$ cat src/rtl/ctrl_bin_sched_if.sv
// Handshake bundle between the bin scheduler (master) and the engine loader,
// ctrl_core, global store and backtrack agents (slave).
interface ctrl_bin_sched_if #(
    parameter int WIDTH_BIN = 16
);
    logic                 start_load_o;
    logic [WIDTH_BIN-1:0] load_bin_num_o;
    logic                 done_load_i;
    logic                 core_clr_o;
    logic                 start_core_o;
    logic                 done_core_i;
    logic                 sat_i;
    logic                 unsat_i;
    logic [WIDTH_BIN-1:0] bkt_bin_num_i;
    logic                 start_store_o;
    logic                 done_store_i;
    logic                 apply_bkt_o;
    logic                 done_bkt_i;
    logic [WIDTH_BIN-1:0] cur_bin_num_o;

    modport master (
        output start_load_o, load_bin_num_o, core_clr_o, start_core_o,
               start_store_o, apply_bkt_o, cur_bin_num_o,
        input  done_load_i, done_core_i, sat_i, unsat_i, bkt_bin_num_i,
               done_store_i, done_bkt_i
    );

    modport slave (
        input  start_load_o, load_bin_num_o, core_clr_o, start_core_o,
               start_store_o, apply_bkt_o, cur_bin_num_o,
        output done_load_i, done_core_i, sat_i, unsat_i, bkt_bin_num_i,
               done_store_i, done_bkt_i
    );
endinterface

$ cat src/rtl/ctrl_bin_sched.sv
// Bin-level scheduler: walks bins through load / clear / solve / store, advancing on sat
// and jumping to the backtrack bin on unsat, until global SAT or UNSAT is reached.
//
// state     | meaning
// ----------+-------------------------------------------------------------
// IDLE      | waiting for start_i
// LOAD      | start_load_o pulse for cur_bin
// WAIT_LD   | waiting for done_load_i
// CLR       | core_clr_o pulse (clears ctrl_core sticky flags)
// START     | start_core_o pulse
// WAIT_CORE | waiting for ctrl_core verdict
// STORE     | start_store_o pulse for cur_bin
// WAIT_ST   | waiting for done_store_i, then decide next bin / finish
// BKT       | apply_bkt_o held until done_bkt_i
// FINISH    | done_o and verdict flags sticky; start_i restarts
module ctrl_bin_sched #(
    parameter int WIDTH_BIN = 16,
    parameter int WIDTH_CNT = 32
) (
    input  logic                 clk,
    input  logic                 rst_n,
    input  logic                 start_i,
    input  logic [WIDTH_BIN-1:0] num_bins_i,
    ctrl_bin_sched_if.master     bus,
    output logic                 global_sat_o,
    output logic                 global_unsat_o,
    output logic                 done_o,
    output logic [WIDTH_CNT-1:0] cycle_cnt_o
);

    typedef enum logic [3:0] {
        S_IDLE,
        S_LOAD,
        S_WAIT_LD,
        S_CLR,
        S_START,
        S_WAIT_CORE,
        S_STORE,
        S_WAIT_ST,
        S_BKT,
        S_FINISH
    } state_t;

    state_t               state_q;
    logic [WIDTH_BIN-1:0] num_bins_q;
    logic [WIDTH_BIN-1:0] cur_bin_q;
    logic [WIDTH_BIN-1:0] bkt_q;
    logic                 unsat_q;
    logic                 start_load_q;
    logic                 core_clr_q;
    logic                 start_core_q;
    logic                 start_store_q;
    logic                 apply_bkt_q;
    logic                 gsat_q;
    logic                 gunsat_q;
    logic                 done_q;
    logic [WIDTH_CNT-1:0] cnt_q;

    always_ff @(posedge clk or negedge rst_n) begin
        if (!rst_n) begin
            state_q       <= S_IDLE;
            num_bins_q    <= '0;
            cur_bin_q     <= '0;
            bkt_q         <= '0;
            unsat_q       <= 1'b0;
            start_load_q  <= 1'b0;
            core_clr_q    <= 1'b0;
            start_core_q  <= 1'b0;
            start_store_q <= 1'b0;
            apply_bkt_q   <= 1'b0;
            gsat_q        <= 1'b0;
            gunsat_q      <= 1'b0;
            done_q        <= 1'b0;
            cnt_q         <= '0;
        end else begin
            start_load_q  <= 1'b0;
            core_clr_q    <= 1'b0;
            start_core_q  <= 1'b0;
            start_store_q <= 1'b0;

            if (state_q != S_IDLE && state_q != S_FINISH && cnt_q != '1) begin
                cnt_q <= cnt_q + 1'b1;
            end

            unique case (state_q)
                S_IDLE, S_FINISH: begin
                    if (start_i) begin
                        // a zero bin count would never match cur_bin, so run it as one bin
                        num_bins_q   <= (num_bins_i == '0) ? WIDTH_BIN'(1) : num_bins_i;
                        cur_bin_q    <= WIDTH_BIN'(1);
                        gsat_q       <= 1'b0;
                        gunsat_q     <= 1'b0;
                        done_q       <= 1'b0;
                        cnt_q        <= '0;
                        start_load_q <= 1'b1;
                        state_q      <= S_LOAD;
                    end
                end
                S_LOAD: state_q <= S_WAIT_LD;
                S_WAIT_LD: begin
                    if (bus.done_load_i) begin
                        core_clr_q <= 1'b1;
                        state_q    <= S_CLR;
                    end
                end
                S_CLR: begin
                    start_core_q <= 1'b1;
                    state_q      <= S_START;
                end
                S_START: state_q <= S_WAIT_CORE;
                S_WAIT_CORE: begin
                    // a simultaneous sat/unsat is resolved as unsat
                    if (bus.done_core_i && (bus.sat_i || bus.unsat_i)) begin
                        unsat_q       <= bus.unsat_i;
                        if (bus.unsat_i) begin
                            bkt_q <= bus.bkt_bin_num_i;
                        end
                        start_store_q <= 1'b1;
                        state_q       <= S_STORE;
                    end
                end
                S_STORE: state_q <= S_WAIT_ST;
                S_WAIT_ST: begin
                    if (bus.done_store_i) begin
                        if (!unsat_q) begin
                            if (cur_bin_q == num_bins_q) begin
                                gsat_q  <= 1'b1;
                                done_q  <= 1'b1;
                                state_q <= S_FINISH;
                            end else begin
                                cur_bin_q    <= cur_bin_q + 1'b1;
                                start_load_q <= 1'b1;
                                state_q      <= S_LOAD;
                            end
                        end else if (bkt_q == '0) begin
                            gunsat_q <= 1'b1;
                            done_q   <= 1'b1;
                            state_q  <= S_FINISH;
                        end else begin
                            cur_bin_q   <= bkt_q;
                            apply_bkt_q <= 1'b1;
                            state_q     <= S_BKT;
                        end
                    end
                end
                S_BKT: begin
                    if (bus.done_bkt_i) begin
                        apply_bkt_q  <= 1'b0;
                        start_load_q <= 1'b1;
                        state_q      <= S_LOAD;
                    end
                end
                default: state_q <= S_IDLE;
            endcase
        end
    end

    assign bus.start_load_o   = start_load_q;
    assign bus.load_bin_num_o = cur_bin_q;
    assign bus.core_clr_o     = core_clr_q;
    assign bus.start_core_o   = start_core_q;
    assign bus.start_store_o  = start_store_q;
    assign bus.apply_bkt_o    = apply_bkt_q;
    assign bus.cur_bin_num_o  = cur_bin_q;
    assign global_sat_o       = gsat_q;
    assign global_unsat_o     = gunsat_q;
    assign done_o             = done_q;
    assign cycle_cnt_o        = cnt_q;

endmodule
$ cat src/flat_wrapper.sv
// flat-port wrapper written by rule: the top's interface ports become plain ports
module ctrl_bin_sched_flat 
#(
    parameter int WIDTH_BIN = 16,
    parameter int WIDTH_CNT = 32
)
  (clk, rst_n, start_i, num_bins_i, global_sat_o, global_unsat_o, done_o, cycle_cnt_o, bus_start_load_o, bus_load_bin_num_o, bus_core_clr_o, bus_start_core_o, bus_start_store_o, bus_apply_bkt_o, bus_cur_bin_num_o, bus_done_load_i, bus_done_core_i, bus_sat_i, bus_unsat_i, bus_bkt_bin_num_i, bus_done_store_i, bus_done_bkt_i);
  ctrl_bin_sched_if #(.WIDTH_BIN(WIDTH_BIN)) bus_i ();
  input  logic clk;
  input  logic rst_n;
  input  logic start_i;
  input  logic [WIDTH_BIN-1:0] num_bins_i;
  output logic global_sat_o;
  output logic global_unsat_o;
  output logic done_o;
  output logic [WIDTH_CNT-1:0] cycle_cnt_o;
  output wire logic [$bits(bus_i.start_load_o)-1:0] bus_start_load_o;
  output wire logic [$bits(bus_i.load_bin_num_o)-1:0] bus_load_bin_num_o;
  output wire logic [$bits(bus_i.core_clr_o)-1:0] bus_core_clr_o;
  output wire logic [$bits(bus_i.start_core_o)-1:0] bus_start_core_o;
  output wire logic [$bits(bus_i.start_store_o)-1:0] bus_start_store_o;
  output wire logic [$bits(bus_i.apply_bkt_o)-1:0] bus_apply_bkt_o;
  output wire logic [$bits(bus_i.cur_bin_num_o)-1:0] bus_cur_bin_num_o;
  input wire logic [$bits(bus_i.done_load_i)-1:0] bus_done_load_i;
  input wire logic [$bits(bus_i.done_core_i)-1:0] bus_done_core_i;
  input wire logic [$bits(bus_i.sat_i)-1:0] bus_sat_i;
  input wire logic [$bits(bus_i.unsat_i)-1:0] bus_unsat_i;
  input wire logic [$bits(bus_i.bkt_bin_num_i)-1:0] bus_bkt_bin_num_i;
  input wire logic [$bits(bus_i.done_store_i)-1:0] bus_done_store_i;
  input wire logic [$bits(bus_i.done_bkt_i)-1:0] bus_done_bkt_i;
  assign bus_start_load_o = bus_i.start_load_o;
  assign bus_load_bin_num_o = bus_i.load_bin_num_o;
  assign bus_core_clr_o = bus_i.core_clr_o;
  assign bus_start_core_o = bus_i.start_core_o;
  assign bus_start_store_o = bus_i.start_store_o;
  assign bus_apply_bkt_o = bus_i.apply_bkt_o;
  assign bus_cur_bin_num_o = bus_i.cur_bin_num_o;
  assign bus_i.done_load_i = bus_done_load_i;
  assign bus_i.done_core_i = bus_done_core_i;
  assign bus_i.sat_i = bus_sat_i;
  assign bus_i.unsat_i = bus_unsat_i;
  assign bus_i.bkt_bin_num_i = bus_bkt_bin_num_i;
  assign bus_i.done_store_i = bus_done_store_i;
  assign bus_i.done_bkt_i = bus_done_bkt_i;
  ctrl_bin_sched #(.WIDTH_BIN(WIDTH_BIN), .WIDTH_CNT(WIDTH_CNT)) u_core (.clk(clk), .rst_n(rst_n), .start_i(start_i), .num_bins_i(num_bins_i), .bus(bus_i), .global_sat_o(global_sat_o), .global_unsat_o(global_unsat_o), .done_o(done_o), .cycle_cnt_o(cycle_cnt_o));
endmodule
$ cat config.mk
export PLATFORM = sky130hd
export DESIGN_NAME = ctrl_bin_sched_flat
export DESIGN_NICKNAME = d
export VERILOG_FILES = /design/src/rtl/ctrl_bin_sched_if.sv /design/src/rtl/ctrl_bin_sched.sv /design/src/flat_wrapper.sv
export SDC_FILE = /design/constraint.sdc
export NUM_CORES = 1
export LEC_CHECK = 0
export ABC_AREA = 1
export BUFFER_PORTS_ARGS = -buffer_cell sky130_fd_sc_hd__buf_2
export CORE_ASPECT_RATIO = 0.7
export CORE_MARGIN = 2
export CORE_UTILIZATION = 45
export DETAILED_ROUTE_END_ITERATION = 16
export GPL_ROUTABILITY_DRIVEN = 0
export PLACE_DENSITY = 0.67
export SYNTH_ARGS = -nofsm -noshare
export SYNTH_HDL_FRONTEND = slang
export SYNTH_SLANG_ARGS = --single-unit
$ cat constraint.sdc
create_clock -name clk -period 4 [get_ports clk]
set_clock_uncertainty 0.05 [all_clocks]
set_input_delay 0.2 -clock clk [delete_from_list [all_inputs] [get_ports clk]]
set_output_delay 0.2 -clock clk [all_outputs]
set_load 0.02 [all_outputs]
## Word level (Yosys, flattened, before mapping)

Index checks and enable logic that the tools add are counted.

| word-level totals | value |
|---|---|
| flip-flop bits (word level) | 93 |
| bits in latches | 0 |
| RAM bits | 0 |
| memory bits (read-only) | 0 |
| word-level logic and storage cells | 109 |
| memories kept | 0 |

| operators by class | value |
|---|---|
| add/subtract/negate cells | 2 |
| multipliers | 0 |
| divide/modulo/power cells | 0 |
| magnitude comparators | 0 |
| equality and inequality tests | 26 |
| shift operators | 0 |
| multiplexer cells | 47 |
| bitwise logic cells | 0 |
| reduce and logical (&&, ||, !) cells | 20 |

Operator list:

| cell | number |
|---|---|
| two-way mux 16 bit | 6 |
| two-way mux 32 bit | 3 |
| one-hot mux 4 bit (9 select lines) | 1 |
| adder 32 x 1 -> 32 bit, second input constant | 1 |
| logical NOT 16 bit | 2 |
| inequality test 32 bit, second input constant | 1 |
| one-hot mux 16 bit (2 select lines) | 1 |
| AND reduction 5 bit | 6 |
| two-way mux 4 bit | 7 |
| two-way mux 1 bit | 24 |
| adder 16 x 1 -> 16 bit, second input constant | 1 |
| == test 16 bit | 1 |
| == test 4 x 3 -> 1 bit, second input constant | 4 |
| inequality test 2 bit, second input constant | 6 |
| == test 4 x 2 -> 1 bit, second input constant | 2 |
| == test 4 bit, second input constant | 2 |
| inequality test 2 x 1 -> 1 bit, second input constant | 4 |
| one-hot mux 1 bit (2 select lines) | 4 |
| inequality test 3 bit, second input constant | 2 |
| == test 4 x 1 -> 1 bit, second input constant | 1 |
| logical NOT 4 bit | 1 |
| inequality test 4 bit, second input constant | 1 |
| AND reduction 2 bit | 2 |
| nonzero test 2 bit | 2 |
| 8 further kinds | 10 |

## Logic depth before layout (Yosys ltp)

Gate-level depths: netlist of run 1.

| logic depth | value |
|---|---|
| depth in word-level cells | 6 |
| mapped depth | 14 |
| mapped depth without buffers | 12 |

## Least setup slack after synthesis of run 1

No wires, ideal clock.

| timing path | value |
|---|---|
| path type | register to register |
| from | register u_core.cnt_q[0] (netlist: u_core.cycle_cnt_o[0]) |
| to | register u_core.cnt_q[26] (netlist: u_core.cycle_cnt_o[26]) |
| library setup time | 0.073 ns |
| arrival time | 1.706 ns |
| data required time | 3.877 ns |
| path slack | 2.171 ns |
| stages on the path, launching flop included | 12 |
| path buffers | 2 |
| clock period less this slack | 1.829 ns |
| path through | dfrtp_1 -> ha_1 -> nand3_2 -> inv_2 -> nand2_2 -> nor2_4 -> nand2_1 -> nand2_2 -> buf_6 -> buf_8 -> nand2_1 -> a21oi_2 |

| between the ends | value |
|---|---|
| longest elaborated chain between the ends | 5 |
| elaborated cells on any way between the ends | 6 |

Ends and longest elaborated chain:

| element | RTL line | source |
|---|---|---|
| start: declaration | ctrl_bin_sched.sv:57 | `logic [WIDTH_CNT-1:0] cnt_q;` |
| start signal: assignment | ctrl_bin_sched.sv:82 | `cnt_q <= cnt_q + 1'b1;` |
| parallel branches: the longest is 2 deep, another holds adder 32 x 1 -> 32 bit | - |  |
| two-way mux 32 bit (*) | ctrl_bin_sched.sv:81 | `if (state_q != S_IDLE && state_q != S_FINISH && cnt_q != '1) begin` |
| two-way mux 32 bit | ctrl_bin_sched.sv:87 | `if (start_i) begin` |
| two-way mux 32 bit (*) | ctrl_bin_sched.sv:85 | `unique case (state_q)` |

Mark *: on every way between the ends.
A chain may end at the register's enable or synchronous reset.

## Worst setup path after layout of run 1

| timing path | value |
|---|---|
| from | register u_core.state_q[1] |
| to | register u_core.num_bins_q[0] |

| between the ends | value |
|---|---|
| longest elaborated chain between the ends | 3 |
| elaborated cells on any way between the ends | 4 |

Ends and longest elaborated chain:

| element | RTL line | source |
|---|---|---|
| start: declaration | ctrl_bin_sched.sv:44 | `state_t state_q;` |
| start signal: assignment | ctrl_bin_sched.sv:61 | `state_q <= S_IDLE;` |
| start signal: assignment | ctrl_bin_sched.sv:96 | `state_q <= S_LOAD;` |
| start signal: assignment | ctrl_bin_sched.sv:99 | `S_LOAD: state_q <= S_WAIT_LD;` |
| == test 4 bit / logical NOT 4 bit (equally long branches) | ctrl_bin_sched.sv:85 |  |
| OR reduction 2 bit (*) | ctrl_bin_sched.sv:85 |  |
| AND reduction 2 bit (no line) (*) | - |  |
| end signal: assignment | ctrl_bin_sched.sv:89 | `num_bins_q <= (num_bins_i == '0) ? WIDTH_BIN'(1) : num_bins_i;` |
| end: declaration | ctrl_bin_sched.sv:45 | `logic [WIDTH_BIN-1:0] num_bins_q;` |

Every way passes the cells marked *; elsewhere a longest branch is shown, timed or not.

==> results by group, run 1 <==
Outcome
  • Status: finished clean

Placement
  • Hpwl dp: 11.6 mm
  • Port Buf Inserts: 112

Clocking
  • Worst-path clk slew: 0.07 ns
  • Clock tree buffer depth: 2
  • Cts hold-fix bufs: 1
  • H-tree Lvls: 3
  • Number of buffers created by CTS: 9
  • Postcts setup bufs: 0
  • PostCTS Resize Cnt: 0
  • CTS tree: done
  • Num Clock Sinks: 93
  • Clock latency on the worst-skew pair: 0.35 ns
  • CTS Root Cell: clkbuf_16

Worst setup path
  • Reg2reg start: u_core.state_q[1]$_DFFE_PN0P_
  • Reg2reg path depth: 7
  • Reg2Reg Capture Point: u_core.num_bins_q[0]$_DFFE_PN0P_
  • Startpoint types: register
  • Worst-path maximum fanout: 42
  • Crit end category: register
  • Worst setup path category: reg2reg
  • Crit path DAT: 2.69 ns
  • WP data required: 4.16 ns
  • R2R setup slack: ~1.5 ns

Yosys
  • Largest family of logic cells by synthesized area: simple AND/OR/NAND/NOR gates
  • Mean Syn Cell Area: between 6 and 7 µm²
  • Post-synthesis adder-cell area fraction: 0.438%
  • Top FF cell, synth: dfrtp_1
  • Synth Cell Area: 5710 µm²
  • Synth Area in Compound Gates: under 10%
  • Synth cell types: 41
  • Mux cell area share after synthesis: 0%
  • Ys async rst share: 100%
  • EDFF count, synth: 0
  • Synth Register Bits: 93
  • Xor/xnor share of the synthesized area: 1.84%
  • Synthesized Nets: 874
  • Yosys Warn Count: 0
  • Register area share after synthesis: 40.8%
  • Area share of and/or/nand/nor cells after synthesis: 38.0%
  • Post-Synthesis Cells: between 800 and 900

Routing
  • Drt pass-1 iters: 5
  • ANT nets after route: 0
  • DR iter-0 viols: 512
  • Routed vias: 5486
  • Routed WL per cell: 14.5 µm
  • Drt total wl: 15.7 mm
  • DRC violations left: 0
  • DR vias/cell: 5.06

Global route
  • Vias in the first global route: 4773
  • Global-route wire length before repair: 25.8 mm
  • Largest net degree at the start of global routing: 70
  • Initial antenna violation count: 0
  • Remaining Overflow, GRT: 0
  • GRT Total Usage: 23.7%

Timing
  • Fin. Hold Viols: 0
  • Min Hold Slack: 0.00961 ns
  • Final Cycle Share: 63.2%
  • Tightest Pin Transition: about 1.2 ns
  • Tmin final: approximately 2.5 ns
  • Final Slew Violations: 0
  • Final setup fails: 0
  • RSZ-0062 raised after global routing: false
  • Fmax: a little under 0.4 GHz
  • Slew HR: 21.0%
  • Setup TNS: 0 ns

Die
  • Die Wd: 139 µm
  • Area of the core: 12400 µm²
  • Die Ht: 98.3 µm
  • I/O pin count: 113
  • Die area: between 10000 and 15000 µm²
  • # rows: 34
  • Initial Utilization: between 40% and 50%

Power and ir drop
  • Leak: 3.35 nW
  • P per Cell Area: 654 nW/µm²
  • Worst vdd ir: 0.280 mV
  • Tot Pwr: 4.28 mW

Min path
  • Worst hold stages: 3
  • WHS Endpoint: u_core.bus.core_clr_o$_DFF_PN0_
  • Type of the most critical hold path: in2reg
  • Hold Crit Start: bus_done_load_i

Finish
  • Fillers: 1242
  • N_diodes: 0
  • Final Core Density: 52.7%
  • Fin nets: 961
  • Layout cells sized above 1: roughly a fifth
  • Layout area overhead: 14.6%

Run
  • Max cap viols: 0
==> critical path, cell delays in order (launching register included) <==
cell and delay, ns:
dfrtp_1 0.44, nor2_1 0.18, nand3_2 0.23, nor2_4 0.35, buf_4 0.45, inv_1 0.39
nor2_1 0.19, a22oi_1 0.08
==> metrics by stage <==
step                      area, µm²  worst slack [ns]  instances
after detailed placement       6230              1.50       1068
after global placement         6230              1.59       1068
final                          6540              1.47       1085
after CTS                      6540              1.48       1085
after global routing           6540              1.26       1085
after floorplan                5710              2.17        831
==> worst max-delay path by stage <==
stage / start / end / slack (ns) / depth (start not counted)
floorplan: u_core.cycle_cnt_o[0]$_DFF_PN0_ / u_core.cycle_cnt_o[26]$_DFF_PN0_ / 2.17 / 11
global placement: u_core.state_q[1]$_DFFE_PN0P_ / u_core.num_bins_q[0]$_DFFE_PN0P_ / 1.59 / 7
detailed placement: u_core.state_q[1]$_DFFE_PN0P_ / u_core.num_bins_q[0]$_DFFE_PN0P_ / 1.50 / 7
CTS: u_core.state_q[1]$_DFFE_PN0P_ / u_core.num_bins_q[0]$_DFFE_PN0P_ / 1.48 / 7
global route: u_core.state_q[1]$_DFFE_PN0P_ / u_core.num_bins_q[0]$_DFFE_PN0P_ / 1.26 / 7
finish: u_core.state_q[1]$_DFFE_PN0P_ / u_core.num_bins_q[0]$_DFFE_PN0P_ / 1.47 / 7
==> routing by layer <==
layer	GRT usage [%]	wire, µm	vias to the layer above	share of wire (%)
met5	0	0	-	0
li1	-	-	2779	-
met4	5.05	164	0	1.0
met3	5.35	1410	17	9.0
met2	29.5	5760	238	37
met1	40.2	8350	2452	53
==> cell usage in the layout (no fill, tap or decap), drive strengths merged, types with 9 or more instances in the layout <==
| cell type | count |
|---|---|
| nor2 | 114 |
| clkbuf | 9 |
| inv | 91 |
| dfrtp | 93 |
| a21oi | 35 |
| xor2 | 10 |
| nand2 | 306 |
| nor3 | 10 |
| nand3 | 55 |
| buf | 115 |
| o21ai | 40 |
| nand4 | 11 |
==> cell families after synthesis <==
group	count (synthesis)
xor gates and xnor gates	12
adders and majority gates	2
DFF	93
buffers and inverters	126
AOI/OAI and AO/OA	88
and+or+nand+nor	510
==> state kept, by name (all words and copies together) (netlist names), 4 cells and up <==
name and count:
u_core.state_q 4, u_core.cycle_cnt_o 32, u_core.bus.cur_bin_num_o 16, u_core.bkt_q 16
u_core.num_bins_q 16
==> final cells by class <==
class	count	area (µm²)	share of cell area, %
multi-input combinational	612	2790	42.7
clock buffer	9	225	3.44
timing repair buffer	116	596	9.10
clock inverter	7	76.3	1.17
inverter	86	323	4.93
sequential	93	2330	35.6
tap	162	203	3.10
==> synthesized netlist by cell type (2+ instances only) <==
library cell	count	area share, %
nor2_2	7	0.77
buf_1	2	0.13
xor2_1	10	1.5
buf_2	11	0.96
o22ai_1	2	0.22
nor2_1	103	6.8
buf_6	2	0.39
o21bai_1	3	0.39
inv_2	9	0.59
a22oi_1	4	0.53
nor4_1	5	0.55
nand4_1	11	1.2
nor2_4	4	0.79
o21ai_0	39	3.4
ha_1	2	0.44
inv_1	77	5.1
nand2_1	296	19
dfrtp_1	93	41
a21oi_1	29	2.5
a31oi_1	2	0.22
xnor2_1	2	0.31
a21oi_2	6	0.92
nand3_1	53	4.6
buf_4	20	2.6
nand3b_1	5	0.66
clkbuf_1	3	0.20
nand3_2	2	0.35
nor3_1	8	0.70
nand2_2	9	0.99
==> power breakdown <==
group | leakage, nW | internal [mW] | switching [mW]
logic | 2.00 | 0.556 | 1.18
registers | 1.20 | 1.28 | 0.393
clock network | 0.147 | 0.444 | 0.426
Note: power is estimated with default switching activity, not from simulation.
==> inputs of run 2 (changes only) <==
- ABC_AREA: 1 -> 0
- PLACE_DENSITY: 0.67 -> 0.71
- clock period: 4 -> 2.1 ns (I/O delays scaled with it)
==> results by group, run 2 <==
Outcome
  • Status: complete, but fails checks
  • Violated checks: negative setup slack

Routing
  • Max layer used: met4
  • Routed WL per cell: 17.7 µm
  • Drt total wl: 15.5 mm
  • DR vias/cell: 5.68
  • ANT nets after route: 0
  • Wire length on met3: 1.29 mm
  • Routed vias: ~5000
  • DRC violations left: 0
  • Metal-1 WL: 6.78 mm
  • DR iter-0 viols: 442
  • Drt pass-1 iters: 5
  • Met2 WL: 7.20 mm

Min path
  • Worst hold stages: 3
  • Type of the most critical hold path: in2reg
  • Hold Crit Start: num_bins_i[0]

Timing
  • Tmin final: around 2.2 ns
  • RSZ-0062 raised after global routing: true
  • Fin. Hold Viols: 0
  • Fmax: 0.451 GHz
  • Final setup fails: 30
  • Tightest Pin Transition: 0.601 ns
  • Slew HR: about 60%
  • Final Cycle Share: 106%
  • Final Slew Violations: 0
  • Final worst slack: -0.116 ns

Worst setup path
  • Startpoint types: register
  • Worst setup path category: reg2reg
  • Reg2reg path depth: 7
  • WP data required: 2.28 ns
  • Crit. Startpoint: u_core.cycle_cnt_o[20]$_DFF_PN0_
  • Worst-path maximum fanout: 8
  • Crit path DAT: 2.40 ns
  • Crit end category: register
  • Reg2reg start: u_core.cycle_cnt_o[20]$_DFF_PN0_

Yosys
  • Mean Syn Cell Area: between 9 and 10 µm²
  • Synth Cell Area: 4900 µm²
  • Top FF cell, synth: dfrtp_1
  • Post-Synthesis Cells: 532
  • Synth top area share: 47.5%
  • Register area share after synthesis: 47.5%
  • Ys async rst share: 100%
  • EDFF count, synth: 0
  • Cell taking the most area after synthesis: dfrtp_1
  • Most frequent cell after synthesis: dfrtp_1
  • Synthesized Nets: 575
  • Synth cell types: 55
  • Yosys Warn Count: 0
  • Top cells by area, synth: dfrtp_1 (48%), nand2_1 (7.0%), xor2_1 (4.3%)
  • Synth Register Bits: 93
  • Top cells by count, synth: dfrtp_1 (93), nand2_1 (91), nor2_1 (44)

Placement
  • Hpwl dp: 10.5 mm
  • Post-placement cell area: 6100 µm²
  • # placed instances: 822
  • Port Buf Inserts: about 110

Die
  • Die area: ~12000 µm²
  • Initial Utilization: 46.8%
  • Area of the core: 10500 µm²
  • Die Ht: 91.3 µm
  • # rows: 31
  • I/O pin count: 113
  • Die Wd: 129 µm

Finish
  • Post-route cell area: roughly 7100 µm²
  • Final Core Density: around two thirds
  • Most common cell after layout, fill and taps aside: buf_2
  • N_diodes: 0
  • Layout cells sized above 1: 38.1%
  • Layout area overhead: 44.4%
  • Final non-filler cell total: 878
  • Most frequent cells in the layout: buf_2 (111), nand2_1 (91), buf_4 (87), dfrtp_1 (84), nor2_1 (41)
  • Number of flip-flops in the largest register: 32
  • Fin nets: 784

Clocking
  • Number of buffers created by CTS: 9
  • Worst-path clk slew: approximately 0.07 ns
  • CTS Root Cell: clkbuf_16
  • CTS tree: done
  • Clock tree buffer depth: 2
  • Num Clock Sinks: 93
  • Clock latency on the worst-skew pair: about 0.35 ns
  • H-tree Lvls: 3

Global route
  • Global-route wire length before repair: 24.3 mm
  • Remaining Overflow, GRT: 0
  • GRT Total Usage: 26.4%
  • Initial antenna violation count: 0
  • Vias in the first global route: slightly below 5000
  • Largest net degree at the start of global routing: 46

Run
  • Max cap viols: 0

Power and ir drop
  • Leak: 3.47 nW
  • Worst vdd ir: 0.748 mV
  • P per Cell Area: roughly 1200 nW/µm²
-- run 2: changes by cell type after synthesis, moves of 9 or more --
cell	delta
inv_1	-70
a21oi_1	-10
xor2_1	+14
inv_2	-9
nand2_1	-205
nand3_1	-32
clkbuf_1	+15
mux2_2	+16
nor2_1	-59
or3_1	+10
and3_1	+9
-- run 2: logic make-up (layout without fill, tap and decap cells) --
logic type / after synthesis / in the layout / share of synthesized area, %
compound gates: 97 / 97 / 12.6
xor+xnor: 30 / 30 / 5.37
fa+ha+maj: 2 / 2 / 0.511
buf+inv: 47 / 261 / 5.21
flops: 93 / 93 / 47.5
mux: 20 / 20 / 4.50
simple gates: 243 / 243 / 24.3
-- run 2: stage by stage --
step | total power [mW] | hold slack (ns) | TNS, ns | setup WS [ns]
floorplan | 4.69 | -0.241 | -3.17 | -0.267
global placement | 5.86 | 0.0922 | -0.614 | -0.0707
detailed placement | 5.97 | 0.101 | -1.36 | -0.103
CTS | 8.02 | 0.0578 | -0.642 | -0.0750
global route | 8.65 | 0.0802 | -4.04 | -0.179
finish | 8.22 | 0.0647 | -1.33 | -0.116
-- run 2: power by group --
group	switching, mW	leakage, nW	total [mW]	internal, mW
sequential	0.471	1.21	2.83	2.35
clock	0.717	0.169	1.88	1.16
combinational	2.01	2.09	3.52	1.51
total	3.20	3.47	8.22	5.03
-- run 2: final cells by class --
class	instances	area, µm²
sequential	93	2340
timing repair buffer	238	1640
clock buffer	9	225
inverter	7	26.3
clock inverter	7	114
multi-input combinational	392	2560
tap	132	165
fill	803	3400
-- run 2: per-layer routing --
| metal | up-vias | track usage [%] |
|---|---|---|
| li1 | 2296 | - |
| met1 | 2417 | 36.6 |
| met2 | 241 | 41.3 |
| met3 | 32 | 6.60 |
| met4 | 0 | 6.79 |
| met5 | - | 0 |
-- run 2: worst paths after layout --
kind / to / slack [ns]
max: u_core.cycle_cnt_o[27]$_DFF_PN0_ / -0.12
min in group asynchronous: u_core.bkt_q[3]$_DFFE_PN0P_ / 0.26
min reg2reg: u_core.num_bins_q[12]$_DFFE_PN0P_ / 0.46
max reg2reg: u_core.cycle_cnt_o[27]$_DFF_PN0_ / -0.12
max in group asynchronous: u_core.bus.cur_bin_num_o[10]$_DFFE_PN0P_ / 0.96
min: u_core.num_bins_q[0]$_DFFE_PN0P_ / 0.06
-- run 2: critical path, stage by stage, from the launching register on --
cell and delay (ns):
dfrtp_2 0.37, nand3_2 0.09, or4_4 0.52, or4_4 0.52, buf_4 0.19, nand4_1 0.13, xor2_1 0.19, nor2_1 0.05
-- run 2: repair_timing --
item / 4_1_cts / 5_1_grt
hold buffers: 33 / 0
hold endpoints to repair: 74 / 0
gates cloned: 2 / 0
gates resized for setup: 26 / 47
endpoints found under the setup margin: 37 / 50
pin swaps: 12 / 18
buffers inserted: 3 / 3
==> inputs of run 3 (changes only) <==
- ABC_CLOCK_PERIOD_IN_PS: not set -> 2100
- TNS_END_PERCENT: not set -> 10
==> results by group, run 3 (same netlist as run 2, synthesis figures left out) <==
Timing
  • Fin. Hold Viols: 0
  • Slew HR: 63.4%
  • Final Slew Violations: 0
  • Final Cycle Share: 104%
  • Min Hold Slack: approximately 0.033 ns
  • Final worst slack: -0.0837 ns
  • Fmax: 0.458 GHz
  • RSZ-0062 raised after global routing: true
  • Tmin final: 2.18 ns
  • Final setup fails: 17
  • Tightest Pin Transition: 0.546 ns

Worst setup path
  • Crit end category: register
  • WP data required: 2.27 ns
  • Crit. Startpoint: u_core.cycle_cnt_o[22]$_DFF_PN0_
  • Reg2reg path depth: 7
  • Reg2Reg Capture Point: u_core.cycle_cnt_o[21]$_DFF_PN0_
  • Worst setup path category: reg2reg
  • Worst-path maximum fanout: 7
  • Crit path DAT: 2.36 ns
  • Crit path capture: u_core.cycle_cnt_o[21]$_DFF_PN0_
  • Startpoint types: register
  • R2R setup slack: -0.08 ns
  • Reg2reg start: u_core.cycle_cnt_o[22]$_DFF_PN0_

Power and ir drop
  • Switching share of power: a little under two fifths
  • Clock power share: 23.9%
  • Leak: 3.38 nW
  • Combinational Power Share: 40.8%
  • Worst vdd ir: 0.591 mV
  • Power Internal: 5.06 mW
  • Flop pwr share: 35.2%
  • Sw power: 3.03 mW
  • Tot Pwr: 8.09 mW
  • P per Cell Area: between 1000 and 1500 nW/µm²

Clocking
  • CTS tree: done
  • Number of buffers created by CTS: 9
  • Clock latency on the worst-skew pair: 0.34 ns
  • Clock tree buffer depth: 2
  • Postcts setup bufs: 0
  • Num Clock Sinks: 93
  • CTS Root Cell: clkbuf_16
  • Worst-path clk slew: 0.06 ns
  • H-tree Lvls: 3

Global route
  • GRT Total Usage: 25.4%
  • Largest net degree at the start of global routing: 54
  • Vias in the first global route: 4763
  • Remaining Overflow, GRT: 0
  • Global-route wire length before repair: 23.6 mm
  • Initial antenna violation count: 0

Finish
  • Fin nets: ~780
  • Layout cells sized above 1: between 30% and 40%
  • N_diodes: 0
  • Most frequent cells in the layout: buf_2 (111), nand2_1 (91), dfrtp_1 (86), buf_4 (79), nor2_1 (43)
  • Number of flip-flops in the largest register: 32
  • Layout area overhead: 41.4%
  • Most common cell after layout, fill and taps aside: buf_2

Outcome
  • Violated checks: negative setup slack
  • Status: complete, but fails checks

Run
  • Max cap viols: 0

Routing
  • DR iter-0 viols: approximately 320
  • DR vias/cell: 5.67
  • Drt total wl: 14.5 mm
  • Drt pass-1 iters: 5
  • Routed vias: 4927
  • DRC violations left: 0
  • Routed WL per cell: 16.7 µm
  • ANT nets after route: 0

Die
  • Area of the core: around 10000 µm²
  • # rows: 31
  • Die Wd: 129 µm
  • Initial Utilization: 46.8%
  • Die area: 11700 µm²
  • Die Ht: 91.3 µm
  • I/O pin count: 113

Placement
  • Port Buf Inserts: 112
  • Hpwl dp: about 10 mm

Min path
  • Type of the most critical hold path: in2reg
==> run 3: routing by layer <==
metal	vias up	part of all wire (%)	global-route usage [%]
met5	-	0	0
met4	0	1.1	5.71
li1	2275	-	-
met1	2409	45	35.7
met2	223	46	39.9
met3	20	7.2	6.13
==> run 3: how the worst min path moves through the flow <==
stage / startpoint / to / slack (ns) / cells past startpoint
after floorplan: rst_n / u_core.bkt_q[0]$_DFFE_PN0P_ / -0.24 / 0
after global routing: num_bins_i[0] / u_core.num_bins_q[0]$_DFFE_PN0P_ / 0.03 / 3
after global placement: rst_n / u_core.bkt_q[13]$_DFFE_PN0P_ / 0.07 / 1
after CTS: num_bins_i[0] / u_core.num_bins_q[0]$_DFFE_PN0P_ / 0.02 / 3
final: bus_done_core_i / u_core.bus.start_store_o$_DFF_PN0_ / 0.03 / 3
after detailed placement: rst_n / u_core.bkt_q[12]$_DFFE_PN0P_ / 0.08 / 1
==> run 3: cell type report <==
class | instances | area [µm²]
fill | 826 | 3550
multi-input combinational | 392 | 2470
sequential | 93 | 2340
timing repair buffer | 229 | 1570
clock buffer | 13 | 270
tap | 132 | 165
clock inverter | 3 | 90.1
inverter | 7 | 26.3
==> run 3: through the flow <==
step                TNS, ns  instance area [µm²]  setup slack [ns]  util, %  std cells
floorplan             -4.56                 4930            -0.267        -        532
global placement    -0.0834                 6090           -0.0306     58.2        820
detailed placement   -0.901                 6090           -0.0619     58.2        820
CTS                  -0.321                 6820           -0.0417     65.1        869
global route          -2.19                 6930            -0.156     66.1        869
finish               -0.517                 6930           -0.0837     66.1        869
==> run 3: worst max-delay path, cell delays in order, from the launching register on <==
cell	delay (ns)
dfrtp_1	0.37
nand3_2	0.09
or4_1	0.49
or4_4	0.55
buf_6	0.17
nand4_1	0.11
xor2_1	0.19
nor2_1	0.06
==> run 3: timing repair <==
action,CTS,global route
pin swaps,9,4
endpoints found under the hold margin,72,0
setup endpoints to repair,34,45
resized for setup,8,22
hold buffers,33,0
==> run 3: power by group through the flow <==
stage	clock (mW)	combinational [mW]	sequential, mW
after floorplan	0	1.61	3.08
after global placement	0	3.00	2.82
after detailed placement	0	3.09	2.84
after CTS	1.97	3.18	2.82
after global routing	2.06	3.63	2.91
final	1.94	3.30	2.85
